## src/rtl/rv_core_pkg.sv

```systemverilog
// rtl/rv_core_pkg.sv - shared constants and types for the RV32I front end
//
// Purpose: opcode5 values, fetch/decode state encoding, instruction field
// bit positions and the decoded-operand bundle passed from decoder to fetch.
// Ports: none (package).
package rv_core_pkg;

    localparam logic [4:0] OP_LUI   = 5'h0D;
    localparam logic [4:0] OP_AUIPC = 5'h05;

    localparam logic [1:0] ST_IDLE  = 2'd0;
    localparam logic [1:0] ST_REQ   = 2'd1;
    localparam logic [1:0] ST_ISSUE = 2'd2;

    localparam int QUAD_MSB    = 1;
    localparam int QUAD_LSB    = 0;
    localparam int OPCODE5_MSB = 6;
    localparam int OPCODE5_LSB = 2;
    localparam int RD_MSB      = 11;
    localparam int RD_LSB      = 7;
    localparam int RS1_MSB     = 19;
    localparam int RS1_LSB     = 15;
    localparam int IMM20_MSB   = 31;
    localparam int IMM20_LSB   = 12;

    // 32-bit encodings always carry 2'b11 in the low two bits.
    localparam logic [1:0] QUAD_32BIT = 2'b11;

    localparam logic [31:0] HIGH_IMPEDANCE = 32'bz;

    typedef struct packed {
        logic [31:0] immediate20_utype;
        logic [4:0]  opcode5;
        logic [4:0]  rd_index;
        logic [4:0]  rs1_index;
        logic        enable_lui;
        logic        enable_auipc;
        logic        illegal;
    } decode_t;

endpackage

```

## src/rtl/utype_decoder.sv

```systemverilog
// rtl/utype_decoder.sv - combinational U-type instruction field decoder
//
// Purpose: splits one instruction word into the operand bus fields and the
// one-hot lui/auipc unit enables.
// Ports:
//   instr   in  32  instruction word
//   decoded out     decode_t bundle (immediate, indices, opcode5, enables, illegal)
module utype_decoder
    import rv_core_pkg::*;
(
    input  logic [31:0] instr,
    output decode_t     decoded
);

    always_comb begin
        decoded                   = '0;
        decoded.immediate20_utype = {instr[IMM20_MSB:IMM20_LSB], 12'b0};
        decoded.opcode5           = instr[OPCODE5_MSB:OPCODE5_LSB];
        decoded.rd_index          = instr[RD_MSB:RD_LSB];
        decoded.rs1_index         = instr[RS1_MSB:RS1_LSB];
        decoded.illegal           = (instr[QUAD_MSB:QUAD_LSB] != QUAD_32BIT);
        // An illegal word is still issued, but must not fire any U-type unit.
        decoded.enable_lui        = !decoded.illegal && (decoded.opcode5 == OP_LUI);
        decoded.enable_auipc      = !decoded.illegal && (decoded.opcode5 == OP_AUIPC);
    end

endmodule

```

## src/rtl/instruction_fetch_decode.sv

```systemverilog
// rtl/instruction_fetch_decode.sv - RV32I fetch/decode front end with PC and redirect
//
// Purpose: holds the fetch PC, issues one instruction-memory request at a
// time, registers the decoded word and presents it to execute until it is
// not stalled. Redirects from execute restart fetch at a new address.
// Ports:
//   clock, reset                    core clock, synchronous active-high reset
//   imem_req/imem_addr              fetch request and word-aligned address
//   imem_ready/imem_rdata           request accepted, instruction word same cycle
//   stall                           execute busy, hold issued instruction
//   redirect_valid/redirect_pc      control transfer from execute
//   issue_valid, pc                 issued instruction valid and its address
//   immediate20_utype, opcode5,
//   rd_index, rs1_index             decoded operand fields
//   enable_lui, enable_auipc        U-type unit enables
//   illegal                         issued word is not a 32-bit encoding
module instruction_fetch_decode
    import rv_core_pkg::*;
#(
    parameter logic [31:0] RESET_PC = 32'h0000_0000
) (
    input  logic        clock,
    input  logic        reset,
    output logic        imem_req,
    output logic [31:0] imem_addr,
    input  logic        imem_ready,
    input  logic [31:0] imem_rdata,
    input  logic        stall,
    input  logic        redirect_valid,
    input  logic [31:0] redirect_pc,
    output logic        issue_valid,
    output logic [31:0] pc,
    output logic [31:0] immediate20_utype,
    output logic [4:0]  opcode5,
    output logic [4:0]  rd_index,
    output logic [4:0]  rs1_index,
    output logic        enable_lui,
    output logic        enable_auipc,
    output logic        illegal
);

    logic [1:0]  state;
    logic [31:0] fetch_pc;
    logic [31:0] pc_q;
    decode_t     dec_now;
    decode_t     dec_q;
    logic [31:0] redirect_target;

    utype_decoder u_decoder (
        .instr   (imem_rdata),
        .decoded (dec_now)
    );

    // Low address bits are forced to zero so fetch stays word aligned.
    assign redirect_target = redirect_pc & ~32'h3;

    always_ff @(posedge clock) begin
        if (reset) begin
            state    <= ST_IDLE;
            fetch_pc <= RESET_PC;
            pc_q     <= '0;
            dec_q    <= '0;
        end else begin
            case (state)
                ST_IDLE: begin
                    state <= ST_REQ;
                end
                ST_REQ: begin
                    // Redirect wins: a word accepted in this same cycle belongs
                    // to the old path and is dropped.
                    if (redirect_valid) begin
                        fetch_pc <= redirect_target;
                    end else if (imem_ready) begin
                        pc_q  <= fetch_pc;
                        dec_q <= dec_now;
                        state <= ST_ISSUE;
                    end
                end
                ST_ISSUE: begin
                    if (redirect_valid) begin
                        fetch_pc <= redirect_target;
                        state    <= ST_REQ;
                    end else if (!stall) begin
                        fetch_pc <= pc_q + 32'd4;
                        state    <= ST_REQ;
                    end
                end
                default: begin
                    state <= ST_IDLE;
                end
            endcase
        end
    end

    // Outputs depend only on registered state, never directly on inputs.
    assign imem_req          = (state == ST_REQ);
    assign imem_addr         = imem_req ? fetch_pc : '0;
    assign issue_valid       = (state == ST_ISSUE);
    assign pc                = pc_q;
    assign immediate20_utype = dec_q.immediate20_utype;
    assign opcode5           = dec_q.opcode5;
    assign rd_index          = dec_q.rd_index;
    assign rs1_index         = dec_q.rs1_index;
    assign enable_lui        = dec_q.enable_lui & issue_valid;
    assign enable_auipc      = dec_q.enable_auipc & issue_valid;
    assign illegal           = dec_q.illegal & issue_valid;

endmodule

```

## config.mk

```make
export PLATFORM = sky130hd
export DESIGN_NAME = instruction_fetch_decode
export DESIGN_NICKNAME = d
export VERILOG_FILES = /design/src/rtl/rv_core_pkg.sv /design/src/rtl/utype_decoder.sv /design/src/rtl/instruction_fetch_decode.sv
export SDC_FILE = /design/constraint.sdc
export NUM_CORES = 1
export LEC_CHECK = 0
export ABC_AREA = 1
export CORE_MARGIN = 2
export CORE_UTILIZATION = 48
export CTS_CLUSTER_DIAMETER = 120
export CTS_CLUSTER_SIZE = 25
export DETAILED_ROUTE_END_ITERATION = 6
export PLACE_DENSITY = 0.82
export SYNTH_ARGS = -nofsm -noshare
export SYNTH_HDL_FRONTEND = slang
export SYNTH_HIERARCHICAL = 1
export SYNTH_SLANG_ARGS = --single-unit
```

## constraint.sdc

```tcl
create_clock -name clock -period 1.58 [get_ports clock]
set_input_delay 0.237 -clock clock [delete_from_list [all_inputs] [get_ports clock]]
set_output_delay 0.237 -clock clock [all_outputs]
set_load 0.02 [all_outputs]
```

Yosys cells after proc, flatten, opt, wreduce, memory -nomap -nowiden --
Index checks and enable logic that the tools add are counted.
Cells by class: add/subtract/negate cells 1, multiply operators 0, div/mod/pow operators 0, $lt $le $gt $ge 0, eq/ne operators 9, shift operators 0, muxes and demuxes 10, bitwise logic cells 4, reductions and logical operators 8
Operator list (count):
- $mux 32 | 4
- $pmux 32 s2 | 1
- $add 32x3->32 const B | 1
- $reduce_and 3->1 | 3
- $mux 2 | 4
- $pmux 2 s3 | 1
- $eq 5x3->1 const B | 1
- $eq 5x4->1 const B | 1
- $ne 2x1->1 const B | 2
- $ne 2x2->1 const B | 2
- $and 1x1->1 | 3
- $ne 3x3->1 const B | 1
- $eq 2x1->1 const B | 1
- $eq 2x2->1 const B | 1
- $logic_and 1x1->1 | 2
- $logic_not 2->1 | 1
- $reduce_bool 2->1 | 1
- $logic_not 1->1 | 1
- $not 1->1 | 1
Word-level totals: register bits after elaboration 104, bits in latches 0, bits in writable memories 0, ROM bits 0, input bits 69, output and inout bits 116, word-level logic and storage cells 42, memories kept 0

Logic depth before layout (Yosys ltp) --
Gate-level depths: netlist of run 1.
depth after elaboration 4, depth in mapped cells 10, depth with buffers taken out 10

By module --
The synthesis of run 1 kept the hierarchy.
By module, submodules not included:
- instruction_fetch_decode | times used 1, cells an instance 836, area an instance 5749.3 um2, sequential area each 2322.2 um2
- utype_decoder | times used 1, cells an instance 59, area an instance 411.6 um2, sequential area each 0.0 um2

Least setup slack after synthesis of run 1 --
Ideal clock, no wire load.
path type flip-flop to flip-flop, from reg pc_q[3], in the netlist pc[3], to reg fetch_pc[30], library setup time 0.131 ns, data arrival time 1.443 ns, path slack 0.007 ns, cell stages (with the launch flop) 11, cells stage by stage dfxtp_1 > ha_1 > nand2_1 > nor2_2 > nand2_2 > nor2_4 > nand2_1 > nand2_1 > nand3_1 > nand2_1 > a21oi_2
On the way: cells in the longest elaborated chain, start to end 4
Ends and longest elaborated chain:
- start, declared | RTL line instruction_fetch_decode.sv:44 | logic [31:0] pc_q;
- start signal, assigned | RTL line instruction_fetch_decode.sv:74 | pc_q <= fetch_pc;
- $add 32x3->32 | RTL line instruction_fetch_decode.sv:84 | fetch_pc <= pc_q + 32'd4;
- $mux 32 | RTL line instruction_fetch_decode.sv:83 | end else if (!stall) begin
- $mux 32 | RTL line instruction_fetch_decode.sv:80 | if (redirect_valid) begin
- $pmux 32 s2 | RTL line instruction_fetch_decode.sv:64 | case (state)
- end signal, assigned | RTL line instruction_fetch_decode.sv:72 | fetch_pc <= redirect_target;
- end signal, assigned | RTL line instruction_fetch_decode.sv:81 | fetch_pc <= redirect_target;
- end signal, assigned | RTL line instruction_fetch_decode.sv:84
- end, declared | RTL line instruction_fetch_decode.sv:43 | logic [31:0] fetch_pc;
No other way between the ends. The select of a mux whose other input is x is not followed. A chain may end at the register's enable or synchronous reset.

Final worst setup path of run 1 --
from reg pc_q[3], in the netlist pc[3], to reg fetch_pc[21]
The elaborated chain is that of the path after synthesis.

==> results by group, run 1 <==
Setup path
  • WS Path Type: register to register
  • Slowest CP cell: dfxtp_2
  • CP Cell Sequence: buf_6, nand2_2, nor2_4, nand2_4, nor2_4, inv_2, o21ai_1, nand3_1, a21oi_2
  • Most used cell, CP: nor2_4
  • Worst setup SP type: register
  • Crit. End Element: register
  • R2R depth: 9
  • Critical Path AT: ~2000 ps
  • Worst path required time: roughly 1900 ps
  • Worst path max stage delay: 360 ps
  • Highest net fanout along the worst path: 6

Yosys
  • Warnings, synthesis: 6
  • Post-synthesis register bit count: approximately 120
  • EDFF count, synth: 0
  • Syn Area/Cell: ~7 um2
  • Register area share after synthesis: around 38%
  • Commonest register cell after synthesis: dfxtp_1
  • Mapped Area: 6160 um2
  • Post-synth cell types: 27
  • Gate Count Post-Synth: between 800 and 900
  • Async SR Flop Fraction: 0%

Power and ir drop
  • Total design power: ~8.4 mW
  • Max VDD drop: about 1.1 mV
  • Pwr/cell area: around 990 nW/um2
  • LEAKAGE: ~3.5 nW

Placement
  • IO buf count: 182
  • Final Wtd Congestion: just under 0.9
  • Detailed placement HPWL: ~12 mm
  • Dpl cells: between 1,000 and 1,500

Global route
  • First-pass GRT wire length: roughly 26 mm
  • Initial antenna violation count: 0
  • Total track usage: between 20 and 25%
  • Vias in the first global route: between 5,000 and 6,000
  • Largest net degree at the start of global routing: 69
  • GRT Residual Overflow: 0

Finish
  • Layout cells sized above 1: 20.0%
  • Syn-to-layout area delta: 37.9%
  • Finished Layout Cells: 1,202
  • N_diodes: 0
  • Util after Layout: 67.6%
  • Fin nets: roughly 1,100
  • Filler cells: approximately 1,000
  • Multi-input combinational cell area: about 2800 um2
  • Register area: about 2300 um2

Floorplanning
  • IO Pins: roughly 190
  • Area of the core: between 10,000 and 15,000 um2
  • Die Y: 117 um
  • Initial Utilization: 49.0%
  • DIE WIDTH: around 120 um
  • Die Area: about 14,000 um2
  • Rows: roughly 40

Clock network
  • CTS tree: built
  • Clock Latency Late Sink: approximately 420 ps
  • CTS Buf Count: 17
  • Worst-path clk slew: 60 ps
  • Clk root buf: clkbuf_16
  • CTS sink cnt: 116
  • Clock buffer depth: 2
  • H-tree depth: 4

Min path
  • Worst Hold Depth: 3
  • Hold Path Class: input pin to register

Timing
  • Worst Slack Setup Final: -9.90 ps
  • Setup violations, final: 1
  • Fin. Hold Viols: 0
  • Tcrit/Tclk final: 101%
  • Max Fclk: 0.629 GHz
  • Crit path time final: ~1600 ps
  • Final slew viol count: 0
  • RSZ-0062 raised after global routing: true
  • Clock Skew: just over 9 ps

Status
  • Failing checks: setup timing
  • Status: finished, violations left

Routing
  • Post-DR wirelength/cell: approximately 14 um
  • Vias: a little over 6,000
  • Vias per cell: 5.05
  • Post-route ant nets: 0
  • WL final: approximately 17 mm
  • Drt pass-1 iters: 5
  • DRT iter0 DRCs: around 440
  • DRC: 0

Flow run
  • Maxcap violations: 0
==> layer usage <==
| layer | vias up | track usage [%] | wire (um) |
|---|---|---|---|
| li1 | 3004 | - | - |
| met1 | 2749 | 29.7 | 7240 |
| met2 | 262 | 40.6 | 7960 |
| met3 | 50 | 7.88 | 1540 |
| met4 | 0 | 10.6 | 570 |
| met5 | - | 0 | 0 |
==> Yosys cell counts, types with 2 or more instances <==
library cell | number | share of area [%]
nand3_1 | 40 | 3.2
a31oi_1 | 2 | 0.20
a221oi_1 | 2 | 0.28
nand2_1 | 105 | 6.4
o21ai_0 | 95 | 7.7
o21a_1 | 13 | 1.6
inv_1 | 69 | 4.2
a211oi_1 | 8 | 0.97
clkbuf_1 | 22 | 1.3
nand4_1 | 7 | 0.71
buf_1 | 4 | 0.24
nor2_1 | 167 | 10
nand2_2 | 14 | 1.4
inv_2 | 14 | 0.85
or2_2 | 3 | 0.30
buf_2 | 17 | 1.4
dfxtp_1 | 116 | 38
nor2_4 | 10 | 1.8
nor2_2 | 8 | 0.81
buf_4 | 95 | 12
o21ai_1 | 6 | 0.49
a21oi_1 | 73 | 5.9
==> registers in the layout, indices dropped and copies added, names as in the netlist <==
name	cells
pc	32
rd_index	5
opcode5	5
rs1_index	5
immediate20_utype	32
fetch_pc	32
dec_q	3
state	2
==> power by group <==
| part | switching (mW) | leakage, nW | internal [mW] |
|---|---|---|---|
| Combinational | 0.662 | 2.29 | 0.546 |
| Sequential | 0.125 | 0.953 | 3.10 |
| Clock | 1.33 | 0.305 | 2.63 |
| Total | 2.12 | 3.55 | 6.27 |
==> placed cells by master, fill, tap and decap left out, types with 2 or more instances in the layout <==
cell type        instances
a211oi_1                 8
a21oi_1                 66
a21oi_2                  8
a221oi_1                 2
a31oi_1                  2
buf_12                  11
buf_2                    6
buf_4                   54
buf_6                   10
bufinv_16                3
clkbuf_16               20
clkbuf_8                 4
clkdlybuf4s50_1         66
clkinv_2                 6
conb_1                  12
dfxtp_1                101
dfxtp_2                 15
dlygate4sd2_1           79
inv_1                   68
inv_2                   14
nand2_1                102
nand2_2                 12
nand2_4                  5
nand3_1                 38
nand3_2                  2
nand4_1                  7
nor2_1                 157
nor2_2                  12
nor2_4                  16
o21a_1                  13
o21ai_0                 93
o21ai_1                  7
or2_2                    3
==> stage by stage <==
step	worst slack (ps)	instance area, um2	TNS, ps	hold WS [ps]
after floorplan	6.52	6200	0	398
after global placement	-77.7	7800	-5370	439
after detailed placement	-130	7800	-9980	441
after CTS	-48.1	8170	-109	409
after global routing	-38.9	8500	-263	434
final	-9.90	8500	-9.90	432
==> logic make-up (layout without fill, tap and decap cells) <==
group,after synthesis,in the layout,synth area share (%)
AO/OA/AOI/OAI,200,200,17.3
XOR/XNOR,1,1,0.142
adder cells (fa/ha/maj),1,1,0.203
buffers and inverters,221,345,19.6
flip-flops,116,116,37.7
other,1,12,0.0609
AND/OR/NAND/NOR,355,355,25.0
==> final timing paths <==
kind | from | endpoint | slack (ps)
worst max-delay path | pc[3] | fetch_pc[21] | -10
worst max register to register | pc[3] | fetch_pc[21] | -10
worst min register to register | dec_q[1] | dec_q[1] | 450
worst min-delay path | redirect_pc[4] | fetch_pc[4] | 430
==> critical path, delay by kind of cell, from the launching register on <==
kind | cells | cell delay (ps)
flip-flops | 1 | 360
AND/OR/NAND/NOR | 5 | 700
AO/OA/AOI/OAI | 2 | 260
buffers and inverters | 2 | 210
==> final cells by class <==
type / instances / share of cell area, %
clock inverters: 10 / 1.50
multi-input cells: 569 / 33.1
clock buffers: 22 / 5.70
repair buffers: 230 / 25.9
well taps: 172 / 2.53
inverters: 83 / 3.70
flip-flops and latches: 116 / 27.5
==> timing repair <==
item,in CTS,in global routing
pin swaps,2,11
hold buffers,0,0
gates resized for setup,239,84
endpoints found under the setup margin,118,56
gates cloned,0,3
buffers inserted,0,3
Note: power is estimated with default switching activity, not from simulation.
==> inputs of run 2 (changes only) <==
CORE_ASPECT_RATIO = 1.1   (was not set)
==> run 2 against run 1 <==
The flow still finishes with violations (setup timing); sequential power barely moved; die area barely moved; utilization rose by 2.6 points; maximum frequency is 0.19% higher; register-to-register slack gained 30 ps; clock-buffer cell count up 1; critical endpoint is now imem_addr[5]; power grew 5.4%; design area increased by 4.0%; combinational power grew 8%.
==> results by group, run 2 (synthesized netlist as in run 1, its figures left out) <==
Flow run
  • Maxcap violations: 0

Routing
  • WL final: roughly 19 mm
  • Drt pass-1 iters: 7
  • Post-route ant nets: 0
  • DRT iter0 DRCs: ~660
  • Vias per cell: 5.22
  • DRC: 0
  • Vias: approximately 6,200
  • Post-DR wirelength/cell: 15.7 um

Setup path
  • WS Path Type: register to output pin
  • Worst setup SP type: register
  • Reg2Reg Launch Point: pc[8]
  • Critical Path AT: between 1000 and 1500 ps
  • RR Endpoint: fetch_pc[19]
  • R2R depth: 8
  • FF-to-FF setup slack: roughly 20 ps
  • Crit. End Element: output pin
  • Worst path required time: 1340 ps
  • Highest net fanout along the worst path: 11

Floorplanning
  • DIE WIDTH: 112 um
  • IO Pins: 185
  • Area of the core: approximately 13,000 um2
  • Rows: 43
  • Die Y: between 100 and 150 um
  • Die Area: 13,800 um2
  • Initial Utilization: around half

Clock network
  • CTS Buf Count: 17
  • Clk root buf: clkbuf_16
  • Cts hold-fix bufs: 0
  • Worst-path clk slew: 50 ps
  • CTS sink cnt: 116
  • Clock buffer depth: 2
  • CTS tree: built
  • Clock Latency Late Sink: between 400 and 500 ps
  • H-tree depth: 4

Global route
  • GRT Residual Overflow: 0
  • First-pass GRT wire length: around 28 mm
  • Largest net degree at the start of global routing: 42
  • Vias in the first global route: 5,716
  • Initial antenna violation count: 0
  • Total track usage: around a quarter

Finish
  • Final instance area: slightly below 9000 um2
  • N_diodes: 0
  • Syn-to-layout area delta: 43.5%
  • Finished Layout Cells: 1,194
  • Fin nets: approximately 1,100
  • Commonest non-fill, non-tap cell in the layout: nor2_1
  • Layout cells sized above 1: between 20 and 25%
  • Commonest non-fill, non-tap cells in the layout: nor2_1, dfxtp_1, nand2_1, o21ai_0, dlygate4sd2_1
  • Filler cells: around 1,000

Status
  • Status: finished, violations left
  • Failing checks: setup timing

Placement
  • IO buf count: 182
  • Dpl cells: roughly 1,200
  • Final Wtd Congestion: between 0.9 and 1
  • Dpl cell area: 7830 um2
  • DP Worst Slack: -98.9 ps
  • Detailed placement HPWL: approximately 12 mm

Timing
  • Setup TNS Final: -6.84 ps
  • Fin. Hold Viols: 0
  • Worst Slack Setup Final: -6.84 ps
  • Tcrit/Tclk final: 100%
  • Crit path time final: roughly 1600 ps
  • RSZ-0062 raised after global routing: true
  • Final slew viol count: 0
  • Setup violations, final: 1
  • Max Fclk: between 0.6 and 0.7 GHz
  • Clock Skew: between 6 and 7 ps

Power and ir drop
  • Max VDD drop: 0.709 mV
  • Pwr/cell area: around 1000 nW/um2
  • LEAKAGE: roughly 3.7 nW
  • Total design power: slightly below 9 mW

Min path
  • Hold Path Class: input pin to register
  • Worst Hold Depth: 3
  • Worst hold start: imem_rdata[28]
  • Hold-critical path endpoint: immediate20_utype[28]
-- run 2: worst max path at each step --
| stage | startpoint | end |
|---|---|---|
| floorplan | pc[3] | fetch_pc[30] |
| global placement | redirect_valid | fetch_pc[8] |
| detailed placement | imem_ready | pc[17] |
| CTS | state[1] | imem_addr[26] |
| global route | state[0] | fetch_pc[8] |
| finish | state[1] | imem_addr[5] |
-- run 2: layer usage --
metal | routed length [um] | vias up | part of all wire (%) | global-route usage (%)
li1 | - | 3025 | - | -
met1 | 7230 | 2824 | 39 | 30.1
met2 | 9020 | 323 | 48 | 43.1
met3 | 1800 | 65 | 9.6 | 7.01
met4 | 692 | 0 | 3.7 | 12.9
met5 | 0 | - | 0 | 0
-- run 2: what timing repair did --
| item | in CTS | in global routing |
|---|---|---|
| hold endpoints to repair | 0 | 0 |
| gates cloned | 1 | 4 |
| pin swaps | 5 | 22 |
| setup buffers | 2 | 4 |
| setup endpoints to repair | 121 | 71 |
| gates resized for setup | 245 | 126 |
-- run 2: metrics by stage --
stage | util, % | hold slack [ps]
floorplan | - | 398
global route | 70.2 | 455
global placement | 62.2 | 438
detailed placement | 62.2 | 443
CTS | 65.8 | 399
finish | 70.2 | 445
-- run 2: layout make-up --
| type | count | area (um2) | area share, % |
|---|---|---|---|
| clock buffers | 23 | 488 | 5.52 |
| clock inverters | 9 | 173 | 1.95 |
| flip-flops and latches | 116 | 2350 | 26.5 |
| well taps | 157 | 196 | 2.22 |
| multi-input cells | 569 | 2910 | 32.9 |
| repair buffers | 237 | 2410 | 27.3 |
| inverters | 83 | 317 | 3.58 |
-- run 2: critical path: stages, from the launching register on --
cell and delay, ps:
dfxtp_2 330, inv_4 80, nand2_8 90, buf_12 170, nor2_2 110, buf_4 150
-- run 2: report_power, final --
group	internal (mW)	switching (mW)
Clock	2.96	1.35
Sequential	3.10	0.130
Combinational	0.594	0.716
